===== src/rtl/cpu_controller.sv =====
// cpu_controller: instruction register, field decoder and multi-cycle Moore
// control FSM for the 16-bit RISC CPU. Sequences the datapath plus the
// top-level PC / address / memory-command controls.
//
// Ports:
//   clk, reset_n          - clock, synchronous active-low reset
//   read_data[15:0]       - memory read bus, captured into IR on load_ir
//   writenum, readnum     - datapath register numbers
//   write, loada, loadb, loadc, loads, asel, bsel, vsel, shift, ALUop
//                         - datapath controls
//   sximm5, sximm8        - sign-extended IR immediates
//   load_ir, load_pc, reset_pc, load_addr, addr_sel, mem_cmd
//                         - top-level fetch/address/memory controls
//   halted                - high while in HALT
module cpu_controller (
  input  logic        clk,
  input  logic        reset_n,
  input  logic [15:0] read_data,
  output logic [2:0]  writenum,
  output logic [2:0]  readnum,
  output logic        write,
  output logic        loada,
  output logic        loadb,
  output logic        loadc,
  output logic        loads,
  output logic        asel,
  output logic        bsel,
  output logic [1:0]  vsel,
  output logic [1:0]  shift,
  output logic [1:0]  ALUop,
  output logic [15:0] sximm5,
  output logic [15:0] sximm8,
  output logic        load_ir,
  output logic        load_pc,
  output logic        reset_pc,
  output logic        load_addr,
  output logic        addr_sel,
  output logic [1:0]  mem_cmd,
  output logic        halted
);

  localparam int unsigned IR_W = 16;

  localparam logic [1:0] MEM_NONE  = 2'b00;
  localparam logic [1:0] MEM_READ  = 2'b01;
  localparam logic [1:0] MEM_WRITE = 2'b10;

  typedef enum logic [4:0] {
    S_RST, S_IF1, S_IF2, S_UPDPC, S_DECODE,
    S_WIMM, S_GETA, S_GETB, S_EXEC, S_WRITE,
    S_ADDR, S_LADDR, S_MEMRD, S_LWRITE, S_SOUT, S_MEMWR,
    S_HALT
  } state_t;

  state_t          state, state_next;
  logic [IR_W-1:0] ir;

  // IR field extraction
  logic [2:0] opcode, rn, rd, rm;
  logic [1:0] op, sh;
  logic       is_ldr, is_str, is_mov_reg;

  assign opcode     = ir[15:13];
  assign op         = ir[12:11];
  assign rn         = ir[10:8];
  assign rd         = ir[7:5];
  assign sh         = ir[4:3];
  assign rm         = ir[2:0];
  assign is_ldr     = (opcode == 3'b011);
  assign is_str     = (opcode == 3'b100);
  assign is_mov_reg = ({opcode, op} == 5'b110_00);

  assign sximm5 = {{11{ir[4]}}, ir[4:0]};
  assign sximm8 = {{8{ir[7]}}, ir[7:0]};

  // Instruction register
  always_ff @(posedge clk) begin
    if (!reset_n)     ir <= '0;
    else if (load_ir) ir <= read_data;
  end

  // State register; reset abandons any instruction in flight
  always_ff @(posedge clk) begin
    if (!reset_n) state <= S_RST;
    else          state <= state_next;
  end

  // Next-state logic
  always_comb begin
    state_next = state;
    case (state)
      S_RST:    state_next = S_IF1;
      S_IF1:    state_next = S_IF2;
      S_IF2:    state_next = S_UPDPC;
      S_UPDPC:  state_next = S_DECODE;
      S_DECODE: begin
        case ({opcode, op})
          5'b110_10:                   state_next = S_WIMM;
          5'b110_00, 5'b101_11:        state_next = S_GETB;
          5'b101_00, 5'b101_01,
          5'b101_10, 5'b011_00,
          5'b100_00:                   state_next = S_GETA;
          default: state_next = (opcode == 3'b111) ? S_HALT : S_IF1;
        endcase
      end
      S_WIMM:   state_next = S_IF1;
      S_GETA:   state_next = (is_ldr || is_str) ? S_ADDR : S_GETB;
      S_GETB:   state_next = is_str ? S_SOUT : S_EXEC;
      S_EXEC:   state_next = ({opcode, op} == 5'b101_01) ? S_IF1 : S_WRITE;
      S_WRITE:  state_next = S_IF1;
      S_ADDR:   state_next = S_LADDR;
      S_LADDR:  state_next = is_ldr ? S_MEMRD : S_GETB;
      S_MEMRD:  state_next = S_LWRITE;
      S_LWRITE: state_next = S_IF1;
      S_SOUT:   state_next = S_MEMWR;
      S_MEMWR:  state_next = S_IF1;
      S_HALT:   state_next = S_HALT;
      default:  state_next = S_RST;
    endcase
  end

  // Moore output decode from state and IR
  always_comb begin
    readnum   = rn;
    writenum  = rn;
    shift     = sh;
    ALUop     = op;
    write     = 1'b0;
    loada     = 1'b0;
    loadb     = 1'b0;
    loadc     = 1'b0;
    loads     = 1'b0;
    asel      = 1'b0;
    bsel      = 1'b0;
    vsel      = 2'b00;
    load_ir   = 1'b0;
    load_pc   = 1'b0;
    reset_pc  = 1'b0;
    load_addr = 1'b0;
    addr_sel  = 1'b0;
    mem_cmd   = MEM_NONE;
    halted    = 1'b0;
    case (state)
      S_RST: begin
        reset_pc = 1'b1;
        load_pc  = 1'b1;
      end
      S_IF1: begin
        addr_sel = 1'b1;
        mem_cmd  = MEM_READ;
      end
      S_IF2: begin
        addr_sel = 1'b1;
        mem_cmd  = MEM_READ;
        load_ir  = 1'b1;
      end
      S_UPDPC: load_pc = 1'b1;
      S_WIMM: begin
        vsel     = 2'b10;
        writenum = rn;
        write    = 1'b1;
      end
      S_GETA: begin
        readnum = rn;
        loada   = 1'b1;
      end
      S_GETB: begin
        readnum = is_str ? rd : rm;
        loadb   = 1'b1;
      end
      S_EXEC: begin
        asel = is_mov_reg;
        if ({opcode, op} == 5'b101_01) loads = 1'b1;
        else                           loadc = 1'b1;
      end
      S_WRITE: begin
        writenum = rd;
        write    = 1'b1;
      end
      S_ADDR: begin
        shift = 2'b00;
        ALUop = 2'b00;
        bsel  = 1'b1;
        loadc = 1'b1;
      end
      S_LADDR: load_addr = 1'b1;
      S_MEMRD: mem_cmd = MEM_READ;
      S_LWRITE: begin
        mem_cmd  = MEM_READ;
        vsel     = 2'b11;
        writenum = rd;
        write    = 1'b1;
      end
      S_SOUT: begin
        shift = 2'b00;
        ALUop = 2'b00;
        asel  = 1'b1;
        loadc = 1'b1;
      end
      S_MEMWR: mem_cmd = MEM_WRITE;
      S_HALT:  halted = 1'b1;
      default: ;
    endcase
  end

endmodule


===== config.mk =====
export PLATFORM = sky130hd
export DESIGN_NAME = cpu_controller
export DESIGN_NICKNAME = d
export VERILOG_FILES = /design/src/rtl/cpu_controller.sv
export SDC_FILE = /design/constraint.sdc
export NUM_CORES = 1
export LEC_CHECK = 0
export CORE_MARGIN = 2
export CORE_UTILIZATION = 35
export DETAILED_ROUTE_END_ITERATION = 12
export GPL_ROUTABILITY_DRIVEN = 0
export PLACE_DENSITY = 0.78
export SYNTH_ARGS = -nofsm -noshare
export SYNTH_HDL_FRONTEND = slang
export SYNTH_SLANG_ARGS = --single-unit

===== constraint.sdc =====
create_clock -name clk -period 2.1 [get_ports clk]
set_input_delay 0.63 -clock clk [delete_from_list [all_inputs] [get_ports clk]]
set_output_delay 0.63 -clock clk [all_outputs]
set_load 0.1 [all_outputs]

==> out/results.txt, run 1 <==
Cells after Synth: 227
Highest Signal Layer: met4
Detailed-route vias per instance: 5.44
Initial core utilization: 36.0%
Die H: 73.4 um
Multi-input logic area: 1300 um^2
Sink Count: 21
Fmax: 0.444 GHz
Fin crit period: 2250 ps
Area contributors post-synth: dfxtp_1 25%, buf_4 14%, nand2_1 9.3%
Layout Area Growth over Synthesis: 119%
H-Tree Depth: 1
Failing checks: negative setup slack
WHS: 506 ps
Worst-case reg-to-reg path depth: 5
Worst slew pin tran: 775 ps
Post-synth EDFFs: 0
Worst skew pair latency: 260 ps
Unrepaired setup endpoints after global routing: yes
Met1 Wirelength: 2.30 mm
Final Hold Vio Count: 0
Syn_area_per_cell: 7.44 um^2
First-pass GRT wire length: 9.75 mm
WP data required: 1470 ps
All-Layer GR Usage: 22.8%
Antenna violations before repair: 0
Core area: 4690 um^2
DR WL met2: 3.30 mm
Worst Path Max Fanout: 8
Post-place instance area: 3250 um^2
Synth Flop Type: dfxtp_1
Hold Crit Depth: 2
Iter 0 DRT Violations: 207
Antenna Cells: 0
Power Dens Cells: 1280 nW/um^2
Cell variety after synth: 46
Synth warn: 0
Met3 wire len: 503 um
Synth area leader: dfxtp_1
Tcrit/Tclk final: 107%
Layout cells sized above 1: 60.8%
Row Count: 25
Largest net degree at the start of global routing: 18
Routed Antenna Nets: 0
First drt pass iteration count: 7
Commonest cells after routing, fill and taps aside: 61 x buf_12, 35 x buf_4, 34 x nand2_1
Power, Total: 4730 uW
CTS Buf Count: 3
Lkg Pwr: 0.00141 uW
I/O pin cnt: 77
Total Routed Length: 6.25 mm
Final Worst Setup Slack: -150 ps
Vias in the first global route: 1979
CTS tree: yes
Element type at the critical path end: output pin
Worst VDD drop: 0.000910 V
Clock Tree Buf Depth: 2
Mapped cell area: 1690 um^2
Final Skew: 4.11 ps
Min-delay worst type: reg -> reg
Most common cell after layout, fill and taps aside: buf_12
Rel. slew slack: 47.0%
Wire per inst: 17.2 um
Fillers: 253
Remaining DRCs: 0
Vias: 1976
Asr flop ratio synth: 0%
Final Max Slew Viols: 0
Startpoint types: flop
Worst-path clk slew: 80 ps
Finish-stage setup viols: 20
Port bufs: 76
Pre-CTS setup slack: 47.7 ps
Synthesis-stage register bit count: 21
DP Wirelength: 4.10 mm
Design area: 3690 um^2
Max Cap Violations: 0
Critical path class: reg -> out
Register area: 437 um^2
Crit path DAT: 1620 ps
TNS Setup: -1550 ps
Root Buffer: clkbuf_8
Sequential share of the synthesized area: 24.9%
Full die area: 5390 um^2
Synthesized net count: 245
GRT overflow: 0
Die width: 73.4 um
Layout net count: 328
Share of the synthesized area in the top cell type: 24.9%
Outcome: finished with violations
[synthesized netlist by cell type, types with 2 or more instances]
cell,count
a21boi_0,7
a21boi_2,9
a21oi_1,7
a22oi_1,2
a31oi_1,3
and3_1,2
and3b_1,2
buf_2,3
buf_4,32
buf_6,2
clkbuf_1,9
dfxtp_1,21
inv_1,8
mux2_2,3
mux2i_1,3
nand2_1,42
nand2b_1,7
nand3b_1,2
nor2_1,10
nor2b_1,4
nor3_1,14
o211ai_1,2
o21ai_0,6
o22ai_1,2
or3_1,4
[worst paths after layout]
check | startpoint | end | slack (ps)
worst min register to register | ir[14] | ir[14] | 510
worst min-delay path | ir[14] | ir[14] | 510
worst max-delay path | state[2] | load_ir | -150
worst max register to register | state[1] | state[2] | 250
[worst max-delay path, cell delays in order (launching register included)]
cell	delay, ps
dfxtp_2	360
buf_6	160
or2_4	240
or3_4	370
clkinv_4	70
buf_12	160
[report_power, final]
group	total [uW]	internal, uW	leakage (uW)	switching [uW]
registers	608	490	0.000175	118
logic	3850	1430	0.00121	2420
clock network	277	134	0.0000217	142
total	4730	2050	0.00141	2680
[through the flow]
stage	instances	utilization [%]
after global placement	337	69.3
after floorplan	227	-
final	363	78.6
after CTS	359	75.7
after detailed placement	337	69.3
after global routing	363	78.6
[what timing repair did]
| item | 4_1_cts | 5_1_grt |
|---|---|---|
| resized for setup | 38 | 25 |
| hold endpoints to repair | 0 | 0 |
| buffers inserted | 17 | 4 |
| endpoints found under the setup margin | 25 | 26 |
| cloned | 1 | 0 |
| hold buffers | 0 | 0 |
| pin swaps | 15 | 10 |
[final cells by class]
cell class,count,area share [%]
repair buffers,125,48.4
multi-input cells,150,35.3
flip-flops and latches,21,11.8
well taps,54,1.83
inverters,9,1.32
clock buffers,3,1.12
clock inverters,1,0.203
[state kept, by name, indices dropped and copies added, names as in the netlist]
name and cells:
state 5, ir 16
[logic make-up (layout without fill, tap and decap cells)]
logic type | count (synthesis) | count (layout) | synth area share (%)
flops | 21 | 21 | 24.9
buf+inv | 56 | 138 | 21.9
compound gates | 48 | 48 | 21.6
simple gates | 96 | 96 | 27.8
mux | 6 | 6 | 3.78
[layer usage]
layer	vias to the layer above	global-route usage, %
met5	-	0
met4	0	7.47
met2	133	40.8
met1	909	27.3
met3	20	4.39
li1	914	-
No activity file was read; power rests on OpenSTA's default activity.
==> inputs of run 2 (changes only) <==
--- a/config.mk
+++ b/config.mk
@@ -10,6 +10,7 @@
 export DETAILED_ROUTE_END_ITERATION = 12
 export GPL_ROUTABILITY_DRIVEN = 0
 export PLACE_DENSITY = 0.78
+export REMOVE_ABC_BUFFERS = 1
 export SYNTH_ARGS = -nofsm -noshare
 export SYNTH_HDL_FRONTEND = slang
 export SYNTH_SLANG_ARGS = --single-unit
==> out/results.txt, run 2 (synthesized netlist as in run 1, its figures left out) <==
Startpoint types: flop
Row Count: 25 (unchanged)
WP data required: 1470 ps (about the same)
Top Registers: ir (16), state (5)
Element type at the critical path end: output pin
CTS tree: yes
Seq pwr share: 13.8% (+1.0 points)
Worst-path clk slew: 80 ps (about the same)
M1 GR Usage: 24.9% (-2.4 points)
Switching Power: 2610 uW (-2.7%)
Reg-to-reg startpoint: state[3]
M2 GR Usage: 38.6% (-2.2 points)
GRT overflow: 0 (unchanged)
Slowest stage delay, CP: 380 ps (about the same)
Wire per inst: 17.2 um (-0.19%)
First drt pass iteration count: 5 (-2)
Tcrit/Tclk final: 108% (+1.2 points)
Min-delay worst type: reg -> reg
Final Skew: 2.30 ps (-1.82 ps)
GR Util met3: 7.13% (+2.7 points)
Max Cap Violations: 0 (unchanged)
I/O pin cnt: 77 (unchanged)
Worst slew pin tran: 379 ps (-396 ps)
Hold path startpoint: ir[8]
Finish-stage setup viols: 16 (-20%)
Die H: 73.4 um (unchanged)
Final Max Slew Viols: 0 (unchanged)
Worst Path Max Fanout: 3 (-5)
Root Buffer: clkbuf_8
H-Tree Depth: 1 (unchanged)
TNS Setup: -1260 ps (+285 ps)
Fin crit period: 2270 ps (+24.3 ps)
Crit path DAT: 1640 ps (+20 ps)
Final Hold Vio Count: 0 (unchanged)
Commonest cells after routing, fill and taps aside: 59 x buf_12, 37 x nand2_1, 36 x buf_4
Rel. slew slack: 74.0% (+27 points)
Fillers: 272 (+7.5%)
Initial core utilization: 36.0% (unchanged)
Power Dens Cells: 1310 nW/um^2 (+2.1%)
Final Worst Setup Slack: -174 ps (-24.3 ps)
Antenna violations before repair: 0 (unchanged)
CP startpoint: ir[15]
Vias: 1979 (+0.15%)
Detailed-route vias per instance: 5.48 (+0.71%)
Most common cell after layout, fill and taps aside: buf_12
Cts hold-fix bufs: 0 (unchanged)
Full die area: 5390 um^2 (unchanged)
Outcome: finished with violations
Remaining DRCs: 0 (unchanged)
All-Layer GR Usage: 22.2% (-0.67 points)
P_int: 1990 uW (-3.0%)
Die width: 73.4 um (unchanged)
First-pass GRT wire length: 9.52 mm (-2.4%)
Biggest register: ir
GR peak layer: met2
Number of flip-flops in the largest register: 16 (unchanged)
Largest net degree at the start of global routing: 18 (unchanged)
Vias in the first global route: 2069 (+4.5%)
Layout Area Growth over Synthesis: 108%
Sink Count: 21 (unchanged)
CTS Buf Count: 3 (unchanged)
Layout net count: 326 (-0.61%)
CP Cell Sequence: buf_4 > or3b_4 > mux2i_1 > o21ai_4 > buf_12
Clock Power Share: 5.8% (about the same)
Unrepaired setup endpoints after global routing: yes
Layout cells sized above 1: 57.7% (-3.2 points)
Final Core Density: 74.9% (-3.8 points)
Worst skew pair latency: 260 ps (about the same)
Iter 0 DRT Violations: 153 (-26%)
DP Wirelength: 4.13 mm (+0.79%)
Fmax: 0.440 GHz (-1.1%)
Sw frac: 56.7% (+0.093 points)
Failing checks: negative setup slack
Critical path class: reg -> out
Antenna Cells: 0 (unchanged)
Clock Tree Buf Depth: 2 (unchanged)
Slowest stage cell, crit path: or3b_4
Worst VDD drop: 0.000831 V (-8.7%)
Routed Antenna Nets: 0 (unchanged)
Power, Total: 4600 uW (-2.8%)
Logic pwr share: 80.4% (-0.9 points)
Port bufs: 76 (unchanged)
Total Routed Length: 6.20 mm (-0.74%)
Lkg Pwr: 0.00137 uW (-2.6%)
Core area: 4690 um^2 (unchanged)
-- run 2: changes by cell type in the layout (fill, tap and decap cells not counted), moves of 3 or more --
cell	delta
nand2_1	+3
nor2_2	+4
clkinvlp_4	-3
nor3_4	-8
nor3_2	+4
nor3_1	+4
nor2_4	-4
-- run 2: worst max-delay path, delay by kind of cell, from the launching register on --
kind | cells | cell delay (ps)
AO/OA/AOI/OAI | 1 | 180
flip-flops | 1 | 360
multiplexers | 1 | 170
buffers and inverters | 2 | 300
AND/OR/NAND/NOR | 1 | 380
-- run 2: power groups by stage --
stage | Combinational (uW) | Sequential, uW | Clock [uW]
3_3_place_gp | 3280 | 578 | 0
3_5_place_dp | 3310 | 588 | 0
6_report | 3700 | 636 | 266
5_1_grt | 3810 | 650 | 289
4_1_cts | 3490 | 600 | 268
2_1_floorplan | 1180 | 1290 | 0
-- run 2: worst paths after layout --
path,end,slack [ps],cells after the start
min reg2reg,ir[8],500,2
max,readnum[0],-170,5
max reg2reg,ir[5],350,8
min,ir[8],500,2
-- run 2: through the flow --
step	instance area (um^2)	setup slack, ps	instances	hold slack (ps)
after floorplan	1360	-8950	180	459
after global placement	3000	-54.4	340	467
after detailed placement	3000	-87.2	340	475
after CTS	3320	-145	355	487
after global routing	3510	-234	361	526
final	3510	-174	361	496
-- run 2: what timing repair did --
item / in CTS / in global routing
resized for setup: 57 / 34
endpoints found under the setup margin: 24 / 24
endpoints found under the hold margin: 0 / 0
buffers inserted: 13 / 7
pin swaps: 17 / 17
-- run 2: layout make-up --
class	count	area [um^2]	area share [%]
timing repair buffer	123	1750	49.8
clock inverter	1	5.00	0.143
tap	54	67.6	1.92
clock buffer	3	41.3	1.18
multi-input combinational	150	1170	33.3
sequential	21	438	12.5
inverter	9	41.3	1.18
-- run 2: routing by layer --
metal  routed length (um)  part of all wire, %  vias to the layer above
met2                 3260                   53                      124
li1                     -                    -                      902
met1                 2190                   35                      933
met3                  587                  9.5                       20
met5                    0                    0                        -
met4                  163                  2.6                        0
